File: src/rtl/riscv_pkg.sv
// Shared RISC-V datapath definitions: machine width, reset vector default and
// the program-address type used by fetch, branch and PC logic.
package riscv_pkg;

    localparam int unsigned XLEN = 32;

    typedef logic [XLEN-1:0] pc_t;

    localparam pc_t RESET_VECTOR_DEFAULT = XLEN'(0);

endpackage : riscv_pkg

File: src/rtl/pc_next_mux.sv
// Next-PC select: chooses the branch/jump target or the sequential address.
module pc_next_mux
    import riscv_pkg::*;
#(
    parameter int unsigned bitwidth = XLEN
) (
    input  logic [bitwidth-1:0] pc_plus_4,
    input  logic [bitwidth-1:0] branch_target,
    input  logic                branch_decision,
    output logic [bitwidth-1:0] next_pc_c
);

    always_comb begin
        next_pc_c = pc_plus_4;
        if (branch_decision) begin
            next_pc_c = branch_target;
        end
    end

endmodule : pc_next_mux

File: src/rtl/program_counter.sv
// Architectural PC register: loads the selected next address every rising edge,
// with a synchronous reset that overrides any pending branch.
module program_counter
    import riscv_pkg::*;
#(
    parameter int unsigned          bitwidth     = XLEN,
    parameter logic [bitwidth-1:0]  RESET_VECTOR = bitwidth'(RESET_VECTOR_DEFAULT)
) (
    input  logic                clk,
    input  logic                rst,
    input  logic [bitwidth-1:0] pc_plus_4,
    input  logic [bitwidth-1:0] branch_target,
    input  logic                branch_decision,
    output logic [bitwidth-1:0] PC
);

    logic [bitwidth-1:0] next_pc_c;

    pc_next_mux #(
        .bitwidth (bitwidth)
    ) u_pc_next_mux (
        .pc_plus_4       (pc_plus_4),
        .branch_target   (branch_target),
        .branch_decision (branch_decision),
        .next_pc_c       (next_pc_c)
    );

    // Addresses pass through untouched; wrap-around belongs to the external adder.
    always_ff @(posedge clk) begin
        if (rst) begin
            PC <= RESET_VECTOR;
        end else begin
            PC <= next_pc_c;
        end
    end

endmodule : program_counter

File: config.mk
export PLATFORM = sky130hd
export DESIGN_NAME = program_counter
export DESIGN_NICKNAME = d
export VERILOG_FILES = /design/src/rtl/riscv_pkg.sv /design/src/rtl/pc_next_mux.sv /design/src/rtl/program_counter.sv
export SDC_FILE = /design/constraint.sdc
export NUM_CORES = 1
export LEC_CHECK = 0
export ABC_AREA = 1
export BUFFER_PORTS_ARGS = -buffer_cell sky130_fd_sc_hd__clkbuf_2
export CORE_MARGIN = 2
export CORE_UTILIZATION = 43
export DETAILED_ROUTE_END_ITERATION = 8
export PLACE_DENSITY = 0.89
export SETUP_SLACK_MARGIN = 0.3
export SLEW_MARGIN = 40
export SYNTH_ARGS = -nofsm -noshare
export SYNTH_HDL_FRONTEND = slang
export SYNTH_SLANG_ARGS = --single-unit
File: constraint.sdc
create_clock -name clk -period 2.1 [get_ports clk]
set_clock_uncertainty 0.05 [all_clocks]
set_input_delay 0.525 -clock clk [delete_from_list [all_inputs] [get_ports clk]]
set_output_delay 0.525 -clock clk [all_outputs]
set_load 0.01 [all_outputs]
=== Word level (Yosys, flattened, before mapping) ===
Index checks and enable logic that the tools add are counted.

* Flip-flop bits (word level): 32
* Bits of input ports: 67
* Logic and storage cells: 2

* Mux-type cells: 1

{| class="wikitable"
|+ Operators by type and width
! kind !! count
|-
| $mux W32 || 1
|}

=== Depth between registers and ports, before layout ===
Gate-level depths: netlist of run 1.

* Word-level depth: 1
* Mapped depth: 5
* Depth with buffers taken out: 4

=== Hierarchy ===
A second synthesis of run 1 with hierarchy kept.

* Cell total of the unflattened synthesis: 203
* Area total of the unflattened synthesis: 1406.3 um2

{| class="wikitable"
|+ By module, submodules not included
! module !! instances !! cells an instance !! area an instance (um2)
|-
| program_counter || 1 || 99 || 914.6
|-
| pc_next_mux || 1 || 104 || 491.7
|}

=== Worst setup path before layout of run 1 ===
Ideal clock, no wire load.

* Kind: input to register
* From: input branch_decision
* To: register PC[0]
* Library setup time: 0.113 ns
* Arrival: 0.905 ns
* Setup slack: 1.033 ns
* Stages on the path: 4
* Cell sequence: buf_6 -> buf_6 -> nor2_1 -> nor2_1

* Word-level cells in the longest chain between the ends: 1

{| class="wikitable"
|+ RTL lines
! item !! RTL line !! text
|-
| start, declared || program_counter.sv:13 || <nowiki>input logic branch_decision,</nowiki>
|-
| $mux W32 || pc_next_mux.sv:15 || <nowiki>if (branch_decision) begin</nowiki>
|-
| end signal, assigned || program_counter.sv:33 || <nowiki>PC <= next_pc_c;</nowiki>
|-
| end, declared || program_counter.sv:14 || <nowiki>output logic [bitwidth-1:0] PC</nowiki>
|}

No other way between the ends.
A chain may end at the register's enable or synchronous reset.

=== Final worst setup path of run 1 ===
* From: register PC[19]
* To: output PC[19]

No word-level cell between the ends.

==> results of run 1 <==
-- area by class of cell --
class                           count  share of cell area
Sequential cell                    32              0.3439
Inverter                           33             0.06649
Multi-Input combinational cell    128              0.2579
Timing Repair Buffer              100              0.2780
Clock buffer                        8             0.03156
Tap cell                           33             0.02216
-- per-layer routing --
layer	part of all wire	wire [um]
met1	0.38	1059
met2	0.52	1463
met3	0.082	228
met4	0.016	46
met5	0	0
-- logic make-up (layout without fill, tap and decap cells) --
group,count (synthesis),in the layout,share of synthesized area
simple gates,128,128,0.3589
buf+inv,43,141,0.1626
flops,32,32,0.4785
-- where the power goes --
group | internal (mW) | total [mW] | switching, mW
logic | 0.108 | 0.224 | 0.116
clock network | 0.165 | 0.344 | 0.179
registers | 0.649 | 0.661 | 0.0114
-- worst max-delay path by stage --
stage | slack, ps | cells past startpoint | end
floorplan | 1030 | 4 | PC[0]
global placement | 860 | 5 | PC[4]
detailed placement | 820 | 5 | PC[23]
CTS | 730 | 1 | PC[25]
global route | 690 | 1 | PC[19]
finish | 750 | 1 | PC[19]
-- stage by stage --
step / instance area, sq um / hold WS, ps / utilization
after CTS: 1863 / 361.9 / 0.6204
after global placement: 1804 / 694.0 / 0.6008
final: 1863 / 376.9 / 0.6204
after detailed placement: 1804 / 696.7 / 0.6008
after global routing: 1863 / 345.6 / 0.6204
after floorplan: 1339 / 604.4 / -
-- cells in the final DEF, fill, tap and decap left out --
cell type,synthesis,routed
buf_12,0,1
clkbuf_1,0,2
clkbuf_8,0,1
inv_1,33,33
buf_4,0,1
dfxtp_1,32,32
nand2_1,64,64
clkbuf_2,0,98
clkbuf_4,0,5
nor2_1,64,64
==> flow_summary.ini, run 1 <==
[route]
ant_nets = 0
viasPerCell = 4.168
routed_wl_um = 2797
dr.pass1.iters = 5
vias = 1392
drtIter0Drc = 53
wl_per_cell_um = 8.374
drc = 0

[pwr]
finalPower_mw = 1.229
p_per_area_nw_per_um2 = 659.9
vdd_drop_max_uv = 430.6
p_leak_nw = 1.213

[logic_synthesis]
avgSynthCellArea_sq_um = 6.595
yosysWarningCount = 0
synth_top_area_frac = 0.4785
synth_flop_cell = dfxtp_1
yosys.area.top_type = dfxtp_1
ys_top_cells_by_count = nand2_1, nor2_1, inv_1, dfxtp_1, buf_6
async_flop_share = 0
synth_cells = 203
syn_area_sq_um = 1339
netlist-cell-type-count = 6
synth-edff-count = 0
synth-seq-area-share = 0.4785
synth_seq_cells = 32
synth.area.top_cells = dfxtp_1, nand2_1, nor2_1, inv_1, buf_6
postSynthNetCount = 270

[grt]
grt.met3_usage = 0.05844
grt_max_degree = 65
grt_remaining_overflow = 0
use_met1 = 0.1640
grt_usage = 0.1679
antenna_found_initial = 0
grt-busiest-layer = met2
grt_first_pass_wirelength_um = 4450
met2_usage = 0.3043
first_global_vias = 1138

[floorplan]
die_h_um = 59.80
core_area_sq_um = 3003
io_pins = 99
start_util = 0.4458
die_x_um = 59.80
rows = 20
fp.dieArea_sq_um = 3576

[critical_path]
crit_slowest_cell = dfxtp_1
cp.required_ps = 1520
critical_path_buf_inv_count = 1
start_kind = flop
cpPeakStageDelay_ps = 340
cp-startpoint = PC[19]
arrival_ps = 780
endpoint_kind = output port
crit_family = flip-flops
crit_type = reg -> out
cp_cell_sequence = clkbuf_2
crit_fanout = 1

[sta]
fmax_ghz = 0.7381
period_minus_slack_ps = 1355
drv_slew = 0
relSlewSlack = 0.7987
tightest_slew_ps = 302.0
rsz0062_at_grt = false
setup_viol = 0
finalWorstSetupSlack_ps = 745.2
tns_ps = 0
hold_viol = 0
period_share = 0.6451

[layout]
nFillCells = 296
drive_above_1_share = 0.3522
multi_input_area_sq_um = 480.5
nets = 367
regArea_sq_um = 640.6
syn_to_final_growth_pct = 39.16
largest_reg_flops = 32
top_regs = PC (32)
largest_register = PC
final_cells = 334
antennaDiodeCount = 0

[clock_network]
clkSinkCount = 32
cts_setup_buffers = 0
ctsRootBufferMaster = clkbuf_4
cts_tree = done
clock_path_buffers = 2
htreeDepth = 2
cts_resized = 0
cts_hold_buf = 0
numCtsBuffers = 5
path_clk_slew_ps = 90

[hold_path]
hold_start = pc_plus_4[16]
hp-class = in -> reg
holdPathStages = 3
hold_path_end = PC[16]

[outcome]
status = complete, no violations

[placed_design]
place.gp.congestion = 0.7319
numPortBuffers = 98
dp_cells = 326
hpwl_um = 2159
pre_cts_slack_ps = 819.3

[flow_run]
drv_cap = 0
Note: power is estimated with default switching activity, not from simulation.
==> inputs of run 2 (changes only) <==
- ABC_AREA: 1 -> 0
- CORE_UTILIZATION: 43 -> 37
- PLACE_DENSITY: 0.89 -> 0.82
- clock period: 2.1 -> 1.3 ns (I/O delays scaled with it)
==> run 2 against run 1 <==
Wire length is 3.3% lower. Global-route usage is 2.3 points lower. Critical path depth stayed put. Die area is 0.94% higher. Largest power group unchanged. Setup slack worse by 610 ps. Sequential share of layout area is 1.4 points higher. Clock-buffer cell count stayed put. Combinational power is 65% higher. Cell count is 25% lower. Core utilization is 1.6 points lower.
==> flow_summary.ini, run 2 <==
[critical_path]
crit_family = flip-flops
crit_type = reg -> out
endpoint_kind = output port
cp_cell_sequence = buf_2
cp.required_ps = 930
critical_path_buf_inv_count = 1
arrival_ps = 790
start_kind = flop
crit_fanout = 1
crit_slowest_cell = dfxtp_1
cpPeakStageDelay_ps = 340

[sta]
period_share = 0.8937
period_minus_slack_ps = 1162
tightest_slew_ps = 136.7
hold_ws_ps = 178.0
rsz0062_at_grt = true
fmax_ghz = 0.8608
setup_viol = 0
tns_ps = 0
finalWorstSetupSlack_ps = 138.2
drv_slew = 0
relSlewSlack = 0.9063
hold_viol = 0

[grt]
antenna_found_initial = 0
grt_max_degree = 18
grt_first_pass_wirelength_um = 3801
grt_remaining_overflow = 0
first_global_vias = 932
grt_usage = 0.1450

[layout]
drive_above_1_share = 0.5825
nFillCells = 294
top_regs = PC (32)
largest_reg_flops = 32
nets = 272
largest_register = PC
layout_common_cells = clkbuf_2, mux2i_1, nor2_1, dfxtp_1, buf_2
syn_to_final_growth_pct = 57.31
final_common_cell = clkbuf_2
antennaDiodeCount = 0

[route]
routed_wl_um = 2706
drtIter0Drc = 14
viasPerCell = 4.312
drc = 0
ant_nets = 0
vias = 1078
wl_per_cell_um = 10.82
dr.pass1.iters = 3

[floorplan]
die_x_um = 60.08
core_area_sq_um = 3028
start_util = 0.3843
die_h_um = 60.08
fp.dieArea_sq_um = 3610
io_pins = 99
rows = 20

[placed_design]
place.gp.congestion = 0.6644
hpwl_um = 2113
pre_cts_slack_ps = 175.8
numPortBuffers = 98

[logic_synthesis]
synth_seq_cells = 32
synth-edff-count = 0
netlist-cell-type-count = 6
synth_cells = 103
synth_flop_cell = dfxtp_1
yosysWarningCount = 0
yosys.area.top_type = dfxtp_1
syn_area_sq_um = 1164
postSynthNetCount = 170
synth.area.top_cells = dfxtp_1, mux2i_1, nor2_1, buf_12, buf_6
ys_top_cells_by_count = dfxtp_1, mux2i_1, nor2_1, buf_12, clkbuf_1
async_flop_share = 0
synth-seq-area-share = 0.5505
synth_top_area_frac = 0.5505
avgSynthCellArea_sq_um = 11.30

[hold_path]
holdPathStages = 3
hold_start = pc_plus_4[14]
hp-class = in -> reg
hold_path_end = PC[14]

[clock_network]
cts_tree = done
path_clk_slew_ps = 90
numCtsBuffers = 5
ctsRootBufferMaster = clkbuf_4
clock_path_buffers = 2
cts_setup_buffers = 0
htreeDepth = 2
clkSinkCount = 32

[pwr]
vdd_drop_max_uv = 657.1
finalPower_mw = 2.006
p_leak_nw = 1.025
p_per_area_nw_per_um2 = 1096

[outcome]
status = complete, no violations

[flow_run]
drv_cap = 0
==> run 2: changes by cell type after synthesis <==
cell | before | now
buf_2 | 3 | 0
nor2_1 | 64 | 32
inv_1 | 33 | 0
mux2i_1 | 0 | 32
buf_12 | 0 | 3
clkbuf_1 | 0 | 3
buf_6 | 7 | 1
nand2_1 | 64 | 0
==> run 2: area by class of cell <==
type / count / area, sq um / area share
clock buffers: 8 / 58.81 / 0.03213
flip-flops and latches: 32 / 655.6 / 0.3582
multi-input cells: 64 / 440.4 / 0.2406
repair buffers: 102 / 620.6 / 0.3390
well taps: 44 / 55.05 / 0.03008
==> run 2: cells by family (layout without fill, tap and decap cells) <==
logic type | Yosys count | in the layout | share of synthesized area
mux | 32 | 32 | 0.2753
flops | 32 | 32 | 0.5505
simple gates | 32 | 32 | 0.1032
buf+inv | 7 | 110 | 0.07097
==> run 2: what timing repair did <==
action                     4_1_cts  5_1_grt
hold buffers                     0        0
gates resized for setup          4       52
gates cloned                     0        0
setup endpoints to repair       32       32
==> run 2: layer usage <==
| layer | vias up | GRT usage | routed length [um] | share of wire |
|---|---|---|---|---|
| li1 | 542 | - | - | - |
| met1 | 470 | 0.1334 | 920 | 0.34 |
| met2 | 62 | 0.2593 | 1458 | 0.54 |
| met3 | 4 | 0.08442 | 302 | 0.11 |
| met4 | 0 | 0.05714 | 25 | 0.0092 |
| met5 | - | 0 | 0 | 0 |
==> run 2: how the worst max path moves through the flow <==
stage	startpoint	end	slack (ps)	depth (start not counted)
finish	PC[27]	PC[27]	140	1
global route	PC[27]	PC[27]	90	1
CTS	PC[10]	PC[10]	130	1
detailed placement	branch_decision	PC[25]	180	4
global placement	branch_decision	PC[26]	180	4
floorplan	branch_decision	PC[0]	330	4
==> run 2: metrics by stage <==
| stage | std cells | utilization | instance area (sq um) |
|---|---|---|---|
| 2_1_floorplan | 103 | - | 1164 |
| 3_3_place_gp | 242 | 0.5554 | 1682 |
| 3_5_place_dp | 242 | 0.5554 | 1682 |
| 4_1_cts | 250 | 0.5764 | 1745 |
| 5_1_grt | 250 | 0.6045 | 1831 |
| 6_report | 250 | 0.6045 | 1831 |
==> run 2: power by group <==
part	internal, mW	leakage, nW	switching [mW]	total (mW)
clock network	0.267	0.0326	0.299	0.566
logic	0.214	0.723	0.156	0.370
registers	1.05	0.270	0.0205	1.07
total	1.53	1.03	0.476	2.01
==> inputs of run 3 (changes only) <==
- ABC_AREA: 0 -> 1
- CORE_UTILIZATION: 37 -> 39
==> run 3 against run 2 <==
Cell count is 39% higher. Critical path depth stayed put. First-iteration DRC count grew to 6.7 times the previous value. Die area is 8.5% higher. Via count is 30% higher. Final area is 13% higher. Global-route usage is 1.1 points higher. Critical endpoint is now PC[5]. Largest power group unchanged.
==> flow_summary.ini, run 3 (synthesis results as in run 1) <==
[route]
vias = 1400
viasPerCell = 4.035
wl_per_cell_um = 8.974
routed_wl_um = 3114
drtIter0Drc = 94
drc = 0
ant_nets = 0
dr.pass1.iters = 4

[clock_network]
clock_path_buffers = 2
ctsRootBufferMaster = clkbuf_4
path_clk_slew_ps = 100
cts_tree = done
cts_setup_buffers = 0
htreeDepth = 2
numCtsBuffers = 5
clkSinkCount = 32

[critical_path]
cp.depth = 1
crit_type = reg -> out
critical_path_buf_inv_count = 1
crit_family = flip-flops
endpoint_kind = output port
crit_fanout = 1
crit_slowest_cell = dfxtp_2
cp_cell_sequence = buf_6
arrival_ps = 780
cpPeakStageDelay_ps = 340
cp.required_ps = 930
start_kind = flop

[grt]
grt_usage = 0.1565
grt_max_degree = 65
grt_remaining_overflow = 0
first_global_vias = 1199
antenna_found_initial = 0
grt_first_pass_wirelength_um = 4823

[pwr]
p_leak_nw = 1.275
p_switching_mw = 0.5552
p_comb_frac = 0.177
power.internal_mw = 1.790
vdd_drop_max_uv = 765.3
p_clk_frac = 0.362
p_sw_frac = 0.2367
seq_power_share = 0.461
p_per_area_nw_per_um2 = 1137

[flow_run]
drv_cap = 0

[sta]
period_minus_slack_ps = 1154
setup_viol = 0
hold_viol = 0
period_share = 0.8879
rsz0062_at_grt = true
drv_slew = 0
relSlewSlack = 0.8361
fmax_ghz = 0.8663
hold_ws_ps = 156.3
tightest_slew_ps = 245.8
tns_ps = 0

[layout]
syn_to_final_growth_pct = 54.11
layout_common_cells = clkbuf_2, nor2_1, nand2_1, inv_1
drive_above_1_share = 0.4186
top_regs = PC (32)
largest_register = PC
final_common_cell = clkbuf_2
largest_reg_flops = 32
nets = 367
antennaDiodeCount = 0

[floorplan]
die_h_um = 62.59
start_util = 0.4044
rows = 21
io_pins = 99
die_x_um = 62.59
core_area_sq_um = 3311
fp.dieArea_sq_um = 3918

[placed_design]
place.gp.congestion = 0.6615
numPortBuffers = 98
hpwl_um = 2088

[hold_path]
holdPathStages = 3
hp-class = in -> reg

[outcome]
status = complete, no violations
-- run 3: changes by cell type in the layout (fill, tap and decap cells not counted), moves of 6 or more --
cell	before	now
nand2_1	0	64
inv_1	0	33
mux2i_1	32	0
nor2_1	32	64
buf_2	20	14
buf_6	12	18
dfxtp_1	20	14
dfxtp_2	12	18
-- run 3: routing by layer --
layer  vias to the layer above  global-route usage  share of wire
met5                         -                   0              0
met4                         0             0.05833          0.015
met3                         6             0.08649           0.11
met2                        66              0.2782           0.47
met1                       569              0.1507           0.40
li1                        759                   -              -
-- run 3: worst paths after layout --
kind / from / end / slack, ps
worst max-delay path: PC[5] / PC[5] / 150
worst min-delay path: pc_plus_4[3] / PC[3] / 160
-- run 3: final cells by class --
class                      count  area, sq um
sequential                    32        663.1
multi-input combinational    128        480.5
tap                           46        57.56
clock inverter                 1        30.03
fill                         311         1247
clock buffer                   7        65.06
timing repair buffer         100        643.1
inverter                      33        123.9
-- run 3: per-stage QoR --
step                total power, mW  utilization  worst slack (ps)  instances  instance area (sq um)
detailed placement            1.462       0.5537             255.9        339                   1833
floorplan                     1.290            -             432.7        203                   1339
CTS                           2.312       0.5843             125.3        347                   1934
global route                  2.485       0.6232             106.3        347                   2063
finish                        2.346       0.6232             145.7        347                   2063
global placement              1.454       0.5537             284.6        339                   1833
-- run 3: repair_timing --
item	CTS	global route
setup endpoints to repair	32	32
hold buffers	0	0
gates resized for setup	5	63
pin swaps	0	0
-- run 3: power by group through the flow --
| stage | Sequential [mW] | Clock, mW | Combinational (mW) |
|---|---|---|---|
| finish | 1.08 | 0.848 | 0.415 |
| CTS | 1.07 | 0.868 | 0.374 |
| floorplan | 1.13 | 0 | 0.164 |
| global route | 1.09 | 0.928 | 0.468 |
| detailed placement | 1.09 | 0 | 0.372 |
| global placement | 1.09 | 0 | 0.366 |
